## src/rtl/memory_responder_pkg.sv

```systemverilog
`default_nettype none
// ============================================================================
// Module   : memory_responder_pkg
// Brief    : Memory-map addresses and responder FSM state encoding.
// Revision : 1.0 - initial release
// ============================================================================
package memory_responder_pkg;

    localparam logic [15:0] IO_LEDS_ADDRESS     = 16'hFFF0;
    localparam logic [15:0] IO_SWITCHES_ADDRESS = 16'hFFF1;

    typedef enum logic [1:0] {
        ST_IDLE    = 2'd0,
        ST_ACCESS  = 2'd1,
        ST_CAPTURE = 2'd2,
        ST_RESPOND = 2'd3
    } state_t;

endpackage
`default_nettype wire

```

## src/rtl/memory_responder_synchronizer.sv

```systemverilog
`default_nettype none
// ============================================================================
// Module   : memory_responder_synchronizer
// Brief    : Two-flop synchronizer for asynchronous board inputs.
// Revision : 1.0 - initial release
// ============================================================================
module memory_responder_synchronizer #(
    parameter int WIDTH = 10
) (
    input  logic             clock,
    input  logic             reset,
    input  logic [WIDTH-1:0] i_async,
    output logic [WIDTH-1:0] o_sync
);

    logic [WIDTH-1:0] r_meta;
    logic [WIDTH-1:0] r_sync;

    always_ff @(posedge clock) begin
        if (reset) begin
            r_meta <= '0;
            r_sync <= '0;
        end else begin
            r_meta <= i_async;
            r_sync <= r_meta;
        end
    end

    assign o_sync = r_sync;

endmodule
`default_nettype wire

```

## src/rtl/memory_responder.sv

```systemverilog
`default_nettype none
// ============================================================================
// Module   : memory_responder
// Brief    : Single-outstanding memory request responder for block RAM and
//            memory-mapped LEDs/switches, with held valid/ready response.
// Revision : 1.0 - initial release
// ============================================================================
module memory_responder
    import memory_responder_pkg::*;
#(
    parameter int DATA_WIDTH        = 16,
    parameter int ADDRESS_WIDTH     = 16,
    parameter int RAM_ADDRESS_WIDTH = 10,
    parameter int IO_WIDTH          = 10
) (
    input  logic                         clock,
    input  logic                         reset,
    input  logic                         request_valid,
    output logic                         request_ready,
    input  logic                         request_write,
    input  logic [ADDRESS_WIDTH-1:0]     request_address,
    input  logic [DATA_WIDTH-1:0]        request_write_data,
    output logic                         response_valid,
    input  logic                         response_ready,
    output logic [DATA_WIDTH-1:0]        response_data,
    output logic                         response_error,
    output logic [RAM_ADDRESS_WIDTH-1:0] ram_address,
    output logic                         ram_write_enable,
    output logic [DATA_WIDTH-1:0]        ram_write_data,
    input  logic [DATA_WIDTH-1:0]        ram_read_data,
    input  logic [IO_WIDTH-1:0]          switches,
    output logic [IO_WIDTH-1:0]          leds
);

    state_t                   r_state;
    state_t                   w_next_state;
    logic [ADDRESS_WIDTH-1:0] r_address;
    logic                     r_write;
    logic [DATA_WIDTH-1:0]    r_write_data;
    logic [DATA_WIDTH-1:0]    r_response_data;
    logic                     r_response_error;
    logic [IO_WIDTH-1:0]      r_leds;
    logic [IO_WIDTH-1:0]      w_switches_sync;

    logic w_is_ram;
    logic w_is_leds;
    logic w_is_switches;
    logic w_access_error;

    memory_responder_synchronizer #(
        .WIDTH (IO_WIDTH)
    ) u_switch_sync (
        .clock   (clock),
        .reset   (reset),
        .i_async (switches),
        .o_sync  (w_switches_sync)
    );

    assign w_is_ram       = (r_address >> RAM_ADDRESS_WIDTH) == '0;
    assign w_is_leds      = r_address == ADDRESS_WIDTH'(IO_LEDS_ADDRESS);
    assign w_is_switches  = r_address == ADDRESS_WIDTH'(IO_SWITCHES_ADDRESS);
    assign w_access_error = !(w_is_ram || w_is_leds || w_is_switches)
                          || (w_is_switches && r_write);

    always_ff @(posedge clock) begin
        if (reset) begin
            r_state <= ST_IDLE;
        end else begin
            r_state <= w_next_state;
        end
    end

    always_comb begin
        w_next_state = r_state;
        case (r_state)
            ST_IDLE:    if (request_valid) w_next_state = ST_ACCESS;
            // Only RAM loads need the extra cycle for the synchronous read
            ST_ACCESS:  w_next_state = (w_is_ram && !r_write) ? ST_CAPTURE : ST_RESPOND;
            ST_CAPTURE: w_next_state = ST_RESPOND;
            ST_RESPOND: if (response_ready) w_next_state = ST_IDLE;
            default:    w_next_state = ST_IDLE;
        endcase
    end

    always_ff @(posedge clock) begin
        if (reset) begin
            r_address        <= '0;
            r_write          <= 1'b0;
            r_write_data     <= '0;
            r_response_data  <= '0;
            r_response_error <= 1'b0;
            r_leds           <= '0;
        end else begin
            case (r_state)
                ST_IDLE: begin
                    if (request_valid) begin
                        r_address    <= request_address;
                        r_write      <= request_write;
                        r_write_data <= request_write_data;
                    end
                end
                ST_ACCESS: begin
                    r_response_error <= w_access_error;
                    r_response_data  <= '0;
                    if (r_write) begin
                        if (w_is_leds) r_leds <= r_write_data[IO_WIDTH-1:0];
                    end else if (w_is_leds) begin
                        r_response_data <= DATA_WIDTH'(r_leds);
                    end else if (w_is_switches) begin
                        r_response_data <= DATA_WIDTH'(w_switches_sync);
                    end
                end
                ST_CAPTURE: r_response_data <= ram_read_data;
                default: ;
            endcase
        end
    end

    // Reset gates the strobe so an abandoned store never reaches the RAM
    assign ram_write_enable = !reset && (r_state == ST_ACCESS) && r_write && w_is_ram;
    assign ram_address      = r_address[RAM_ADDRESS_WIDTH-1:0];
    assign ram_write_data   = r_write_data;
    assign request_ready    = (r_state == ST_IDLE);
    assign response_valid   = (r_state == ST_RESPOND);
    assign response_data    = r_response_data;
    assign response_error   = r_response_error;
    assign leds             = r_leds;

endmodule
`default_nettype wire

```

## config.mk

```make
export PLATFORM = sky130hd
export DESIGN_NAME = memory_responder
export DESIGN_NICKNAME = d
export VERILOG_FILES = /design/src/rtl/memory_responder_pkg.sv /design/src/rtl/memory_responder_synchronizer.sv /design/src/rtl/memory_responder.sv
export SDC_FILE = /design/constraint.sdc
export NUM_CORES = 1
export LEC_CHECK = 0
export CORE_UTILIZATION = 35
export DETAILED_ROUTE_END_ITERATION = 7
export PLACE_DENSITY = 0.68
export SLEW_MARGIN = 20
export SYNTH_ARGS = -nofsm -noshare
export SYNTH_HDL_FRONTEND = slang
export SYNTH_SLANG_ARGS = --single-unit
export TNS_END_PERCENT = 20
```

## constraint.sdc

```tcl
create_clock -name clock -period 2.35 [get_ports clock]
set_input_delay 0.5875 -clock clock [delete_from_list [all_inputs] [get_ports clock]]
set_output_delay 0.5875 -clock clock [all_outputs]
set_load 0.02 [all_outputs]
```

# Word-level counts from Yosys, hierarchy flattened

Index checks and enable logic that the tools add are counted.

Equal/unequal tests: 7
Mux-type cells: 8
Reduce and logical (&&, ||, !) cells: 17

Operators with widths:

| kind                   | number |
|---|---|
| $eq A16 B16 Y1 const B | 2 |
| $pmux W16 S2           | 1 |
| $mux W10               | 3 |
| $logic_not A16 Y1      | 1 |
| $pmux W2 S4            | 1 |
| $logic_and A1 B1 Y1    | 5 |
| $eq A2 B2 Y1 const B   | 2 |
| $mux W2                | 2 |
| $reduce_and A2 Y1      | 2 |
| $logic_not A1 Y1       | 3 |
| $logic_or A1 B1 Y1     | 3 |
| $reduce_and A3 Y1      | 1 |
| $eq A2 B1 Y1 const B   | 1 |
| $logic_not A2 Y1       | 1 |
| $ne A2 B1 Y1 const B   | 1 |
| $ne A2 B2 Y1 const B   | 1 |
| $reduce_bool A2 Y1     | 1 |
| $mux W1                | 1 |

Flip-flop bits (word level): 82
Input bits: 63
Output and inout port bits: 56

# Logic depth before layout (Yosys ltp)

Gate-level depths: netlist of run 1.

Depth after elaboration: 5
Mapped depth: 7

# By module

From an unflattened synthesis of run 1, not the netlist that was laid out.

Cells, all modules: 360
Area, all modules: 3278.1 um^2

By module, submodules not included:

| module                        | instances | cells each | area each (um^2) | sequential area each (um^2) |
|---|---|---|---|---|
| memory_responder              | 1         | 318        | 2660.1           | 1241.2 |
| memory_responder_synchronizer | 1         | 42         | 618.1            | 400.4 |

# Worst setup path before layout of run 1

OpenSTA, ideal clock, no wires.

Path kind: input-to-output
From: input reset
To: output ram_write_enable
Arrival time: 1487 ps
Required time: 1762 ps
Slack: 276 ps
Cell stages on the path: 3
Path buffers: 2
Cell sequence: clkbuf_1 > clkbuf_1 > nor3_1

Word-level cells in the longest chain between the ends: 4

Ends and longest elaborated chain:

| element                          | RTL line                | RTL |
|---|---|---|
| start: declaration               | memory_responder.sv:17  | `input logic reset,` |
| $logic_not A1 Y1                 | memory_responder.sv:120 | `assign ram_write_enable = !reset && (r_state == ST_ACCESS) && r_write && w_is_ram;` |
| $logic_and A1 B1 Y1 (3 in a row) | memory_responder.sv:120 |  |
| end: declaration                 | memory_responder.sv:28  | `output logic ram_write_enable,` |

No other way between the ends.

# Worst setup path in the final report of run 1

From: register r_state[0]
To: output response_valid

Word-level cells in the longest chain between the ends: 1

Ends and longest elaborated chain:

| element                  | RTL line                | RTL |
|---|---|---|
| start: declaration       | memory_responder.sv:35  | `state_t r_state;` |
| start signal: assignment | memory_responder.sv:69  | `r_state <= w_next_state;` |
| $eq A2 B2 Y1             | memory_responder.sv:124 | `assign response_valid = (r_state == ST_RESPOND);` |
| end: declaration         | memory_responder.sv:23  | `output logic response_valid,` |

No other way between the ends.

==> results of run 1 <==
==> layout by cell type (no fill, tap or decap), types with 2 or more instances in the layout <==
cell type          n
clkdlybuf4s50_1  115
dfxtp_1           82
nand2_1           70
a21oi_1           49
nor2b_1           37
mux2i_1           22
nand2b_1          20
o22ai_1           11
clkbuf_8          11
nor2_1             9
buf_4              7
inv_1              4
ha_1               4
nor4_1             2
and2_1             2
nand4_1            2
nand3_1            2
a31oi_1            2
==> layer usage <==
metal,up-vias,share of wire
met4,0,0.0036
li1,1373,-
met1,1178,0.48
met2,64,0.48
met3,3,0.046
met5,-,0
==> worst max-delay path: cells and delay by family, from the launching register on <==
family                     cells  cell delay, ns
DFF                            1            0.34
buffers and inverters          2            0.75
adders and majority gates      1            0.17
==> power breakdown <==
group,switching (uW),internal [uW],total (uW)
Combinational,721,577,1300
Sequential,107,1560,1670
Clock,475,543,1020
Total,1300,2680,3990
==> state kept, by name (all words and copies together) (netlist names) <==
| signal | cells |
|---|---|
| u_switch_sync.r_meta | 10 |
| response_data | 16 |
| leds | 10 |
| r_write | 1 |
| r_state | 2 |
| u_switch_sync.o_sync | 10 |
| ram_write_data | 16 |
| response_error | 1 |
| r_address | 16 |
==> cell families after synthesis <==
logic type	synth area share
AOI/OAI and AO/OA	0.108
buffers and inverters	0.0588
adders and majority gates	0.0157
and+or+nand+nor	0.235
muxes	0.0690
DFF	0.514
==> repair_timing <==
action                     CTS  global route
resized for setup            1             4
hold buffers                 0             0
setup endpoints to repair    1             2
==> metrics by stage <==
| stage | worst slack [ns] | instance area (um2) | hold slack, ns | util | std cells |
|---|---|---|---|---|---|
| after floorplan | 0.276 | 3190 | 0.414 | - | 360 |
| after global placement | 0.209 | 4380 | 0.417 | 0.500 | 559 |
| after detailed placement | 0.162 | 4380 | 0.422 | 0.500 | 559 |
| after CTS | 0.0504 | 4590 | 0.441 | 0.523 | 574 |
| after global routing | 0.109 | 4580 | 0.458 | 0.523 | 574 |
| final | 0.182 | 4580 | 0.439 | 0.523 | 574 |
==> final cells by class <==
type                            instances  area (um2)  share of cell area
Tap cell                              108         135              0.0295
Multi-Input combinational cell        240        1360               0.297
Inverter                                4        15.0             0.00328
Clock buffer                           11         151              0.0330
Timing Repair Buffer                  125        1230               0.267
Clock inverter                          4        51.3              0.0112
Sequential cell                        82        1640               0.358
==> worst max path at each step <==
stage / cells past startpoint / end / slack [ns]
2_1_floorplan: 3 / ram_write_enable / 0.28
3_3_place_gp: 4 / ram_write_enable / 0.21
3_5_place_dp: 4 / ram_write_enable / 0.16
4_1_cts: 4 / request_ready / 0.05
5_1_grt: 3 / response_valid / 0.11
6_report: 3 / response_valid / 0.18
==> results.json, run 1 <==
{
  "status": "finished, final reports clean",
  "setup_violations": 0,
  "reg2reg_depth": 5,
  "whs_path_depth": 1,
  "irDropWorstVdd_mv": 0.324,
  "timing.rr.start": "r_address[1]$_SDFFE_PP0P_",
  "antenna_found_initial": 0,
  "netlist.area_leader.share": 0.514,
  "die_x_um": 97.5,
  "hold_start": "u_switch_sync.r_meta[0]$_SDFF_PP0_",
  "ys_warn_count": 0,
  "end_kind": "output pin",
  "max_stage_delay_ns": 0.61,
  "drt_iter0_drc": 57,
  "synth.ff_latch_count": 82,
  "path_max_fanout": 5,
  "reg2reg_slack_ns": 0.30,
  "synthesis.area_um2": 3190,
  "use_met3": 0.0317,
  "powerDensity_nw_per_um2": 870,
  "syn_inst": 360,
  "first_pass_iters": 4,
  "drc": 0,
  "die_h_um": 97.5,
  "port_buffers": 118,
  "arrival_ns": 1.58,
  "nFillCells": 839,
  "synth_top_area_cell": "dfxtp_1",
  "async_flop_share": 0,
  "root_buffer": "clkbuf_8",
  "wl_um": 7580,
  "place_hpwl_um": 5360,
  "grt_use_total": 0.158,
  "worst_clock_skew_ns": 0.0101,
  "power_uw": 3990,
  "min_period_over_period": 0.923,
  "tightest_slew_ns": 0.861,
  "tns_ns": 0,
  "r2r-end": "leds[2]$_SDFFE_PP0P_",
  "drt-vias-per-instance": 4.56,
  "clkTransAtPathRegs_ns": 0.08,
  "cap_violations": 0,
  "cts.sinks": 82,
  "rsz0062_at_grt": "false",
  "hold_end": "u_switch_sync.o_sync[0]$_SDFF_PP0_",
  "yosysSeqAreaShare": 0.514,
  "grt_max_degree": 95,
  "fmaxAchievable_mhz": 461,
  "crit_chain": "buf_4, ha_1, clkdlybuf4s50_1",
  "area_growth_pct": 43.6,
  "postSynthAreaPerCell_um2": 8.87,
  "cts_buffer_depth": 2,
  "busiest_layer": "met2",
  "cp-start-kind": "register",
  "min-delay-path-class": "reg -> reg",
  "met1_usage": 0.205,
  "use_met2": 0.260,
  "grt_pass1_wl_um": 12200,
  "h-tree-depth": 3,
  "die-area_um2": 9510,
  "gp_congestion": 0.720,
  "antenna_cells": 0,
  "synthMostInstantiatedCell": "dfxtp_1",
  "vias": 2618,
  "ys.flop_type": "dfxtp_1",
  "ys_types": 27,
  "report.final.slew_viol_count": 0,
  "synth_area_leaders": "dfxtp_1, nand2_1, a21oi_1",
  "cts_tree": "built",
  "drive_above_1_share": 0.0579,
  "post-route-min-period_ns": 2.17,
  "worstSetupPathType": "reg -> out",
  "cts_buffers": 9,
  "clock_latency_ns": 0.34,
  "wire_per_inst_um": 13.2,
  "p_leak_uw": 0.00164,
  "grt_pass1_vias": 2529,
  "num_io_pins": 119,
  "overflow": 0,
  "crit_required_ns": 1.76,
  "syn_nets": 427,
  "cts_setup_buffers": 0,
  "core_um2": 8760,
  "synth-edff-count": 0,
  "start_util": 0.364,
  "slew_headroom": 0.426,
  "final_nets": 529,
  "ant_nets": 0,
  "synth_commonest_cells": "dfxtp_1, nand2_1, a21oi_1",
  "hold_violations": 0,
  "rows": 34,
  "critPathLaunch": "r_state[0]$_SDFFE_PP0P_",
  "critPathSlowestCell": "clkdlybuf4s50_1"
}
Note: power is estimated with default switching activity, not from simulation.
==> inputs of run 2 (changes only) <==
Settings changed: CORE_UTILIZATION 35 to 44, PLACE_DENSITY 0.68 to 0.82.
==> run 2 against run 1 <==
Cell area is 0.16% higher. Critical path type unchanged. Sequential power hardly changed. Maximum frequency is 3.4% lower. Combinational power hardly changed. Largest power group unchanged. Die area is 20% lower. Hold slack worse by 0.00089 ns. Flip-flop and latch count stayed put.
==> results.json, run 2 (synthesis gave the netlist of run 1 again) <==
{
  "vias": 2692,
  "r2r-end": "leds[2]$_SDFFE_PP0P_",
  "end_kind": "output pin",
  "p_leak_uw": 0.00165,
  "ant_nets": 0,
  "wl_um": 7600,
  "post_cts_resized": 1,
  "cts_tree": "built",
  "core_um2": 6910,
  "die-area_um2": 7600,
  "swShare": 0.311,
  "final_area_um2": 4590,
  "rsz0062_at_grt": "false",
  "clock_latency_ns": 0.34,
  "cts_hold_buf": 0,
  "crit_chain": "inv_1, ha_1, clkdlybuf4s50_1",
  "path_buf_inv": 2,
  "cts.sinks": 82,
  "min_period_over_period": 0.955,
  "path_max_fanout": 6,
  "hold_end": "u_switch_sync.o_sync[9]$_SDFF_PP0_",
  "slew_headroom": 0.566,
  "h-tree-depth": 3,
  "overflow": 0,
  "layout_common_cells": "clkdlybuf4s50_1, dfxtp_1, nand2_1, a21oi_1, nor2b_1",
  "irDropWorstVdd_mv": 0.411,
  "grt_pass1_vias": 2609,
  "pwr-share-comb": 0.310,
  "critPathLaunch": "r_state[0]$_SDFFE_PP0P_",
  "min-delay-path-class": "reg -> reg",
  "status": "finished, final reports clean",
  "die_h_um": 87.2,
  "area_growth_pct": 43.8,
  "num_io_pins": 119,
  "report.final.slew_viol_count": 0,
  "cap_violations": 0,
  "p_switching_uw": 1290,
  "arrival_ns": 1.66,
  "gp_congestion": 0.770,
  "fmaxAchievable_mhz": 446,
  "timing.rr.start": "r_address[1]$_SDFFE_PP0P_",
  "first_pass_iters": 4,
  "clkTransAtPathRegs_ns": 0.07,
  "root_buffer": "clkbuf_8",
  "reg2reg_slack_ns": 0.30,
  "hold_start": "u_switch_sync.r_meta[9]$_SDFF_PP0_",
  "cts_buffers": 9,
  "nFillCells": 590,
  "place_hpwl_um": 5340,
  "worst_clock_skew_ns": 0.0113,
  "crit_required_ns": 1.76,
  "post-route-min-period_ns": 2.24,
  "powerDensity_nw_per_um2": 902,
  "drt-vias-per-instance": 4.81,
  "wire_per_inst_um": 13.6,
  "hold_violations": 0,
  "start_util": 0.462,
  "critPathTopFamily": "buffers and inverters",
  "grt_max_degree": 75,
  "cp-start-kind": "register",
  "power_uw": 4140,
  "setup_violations": 0,
  "worstSetupPathType": "reg -> out",
  "reg2reg_depth": 5,
  "port_buffers": 118,
  "cts_buffer_depth": 2,
  "final_nets": 529,
  "antenna_found_initial": 0,
  "grt_pass1_wl_um": 12200,
  "drive_above_1_share": 0.0539,
  "whs_path_depth": 1,
  "placed_cell_area_um2": 4370,
  "max_stage_delay_ns": 0.55,
  "pwr-share-seq": 0.406,
  "drc": 0,
  "critPathSlowestCell": "clkdlybuf4s50_1",
  "internal_power_uw": 2850,
  "grt_use_total": 0.210,
  "tightest_slew_ns": 0.650,
  "die_x_um": 87.2,
  "antenna_cells": 0,
  "layout_commonest_cell": "clkdlybuf4s50_1",
  "clkPwrFrac": 0.284,
  "tns_ns": 0,
  "cts_setup_buffers": 0,
  "drt_iter0_drc": 95,
  "rows": 30
}
[run 2: metrics by stage]
stage                     utilization  hold WS [ns]  worst slack [ns]  std cells
after floorplan                     -         0.414             0.276        360
after global placement          0.633         0.419             0.219        547
after detailed placement        0.633         0.422             0.190        547
after CTS                       0.665         0.439            0.0977        560
after global routing            0.665         0.458            0.0365        560
final                           0.665         0.438             0.106        560
[run 2: power groups by stage]
stage                     logic, uW  clock network, uW  registers (uW)
after floorplan                 715                  0            1790
after global placement         1270                  0            1700
after detailed placement       1290                  0            1710
after CTS                      1300               1190            1680
after global routing           1420               1250            1700
final                          1280               1180            1680
[run 2: worst max-delay path by stage]
| stage | to | slack [ns] | cells past startpoint |
|---|---|---|---|
| 2_1_floorplan | ram_write_enable | 0.28 | 3 |
| 3_3_place_gp | ram_write_enable | 0.22 | 3 |
| 3_5_place_dp | ram_write_enable | 0.19 | 5 |
| 4_1_cts | request_ready | 0.1 | 3 |
| 5_1_grt | request_ready | 0.04 | 3 |
| 6_report | request_ready | 0.11 | 3 |
[run 2: per-layer routing]
layer | part of all wire | vias up | wire [um] | GRT usage
met3 | 0.044 | 11 | 331 | 0.0493
met5 | 0 | - | 0 | 0
met2 | 0.48 | 76 | 3680 | 0.355
li1 | - | 1375 | - | -
met1 | 0.46 | 1230 | 3470 | 0.258
met4 | 0.016 | 0 | 120 | 0.0849
[run 2: final cells by class]
class	instances	area, um2	share of cell area
clock buffer	10	138	0.0300
clock inverter	3	90.1	0.0196
inverter	4	15.0	0.00327
multi-input combinational	240	1360	0.297
sequential	82	1640	0.357
tap	96	120	0.0262
timing repair buffer	125	1220	0.266
[run 2: worst reg2reg max path: stages, from the launching register on]
cell and delay (ns):
dfxtp_1 0.33, or4b_4 0.54, or4_4 0.55, nor3_2 0.11
buf_4 0.24, mux2i_1 0.21
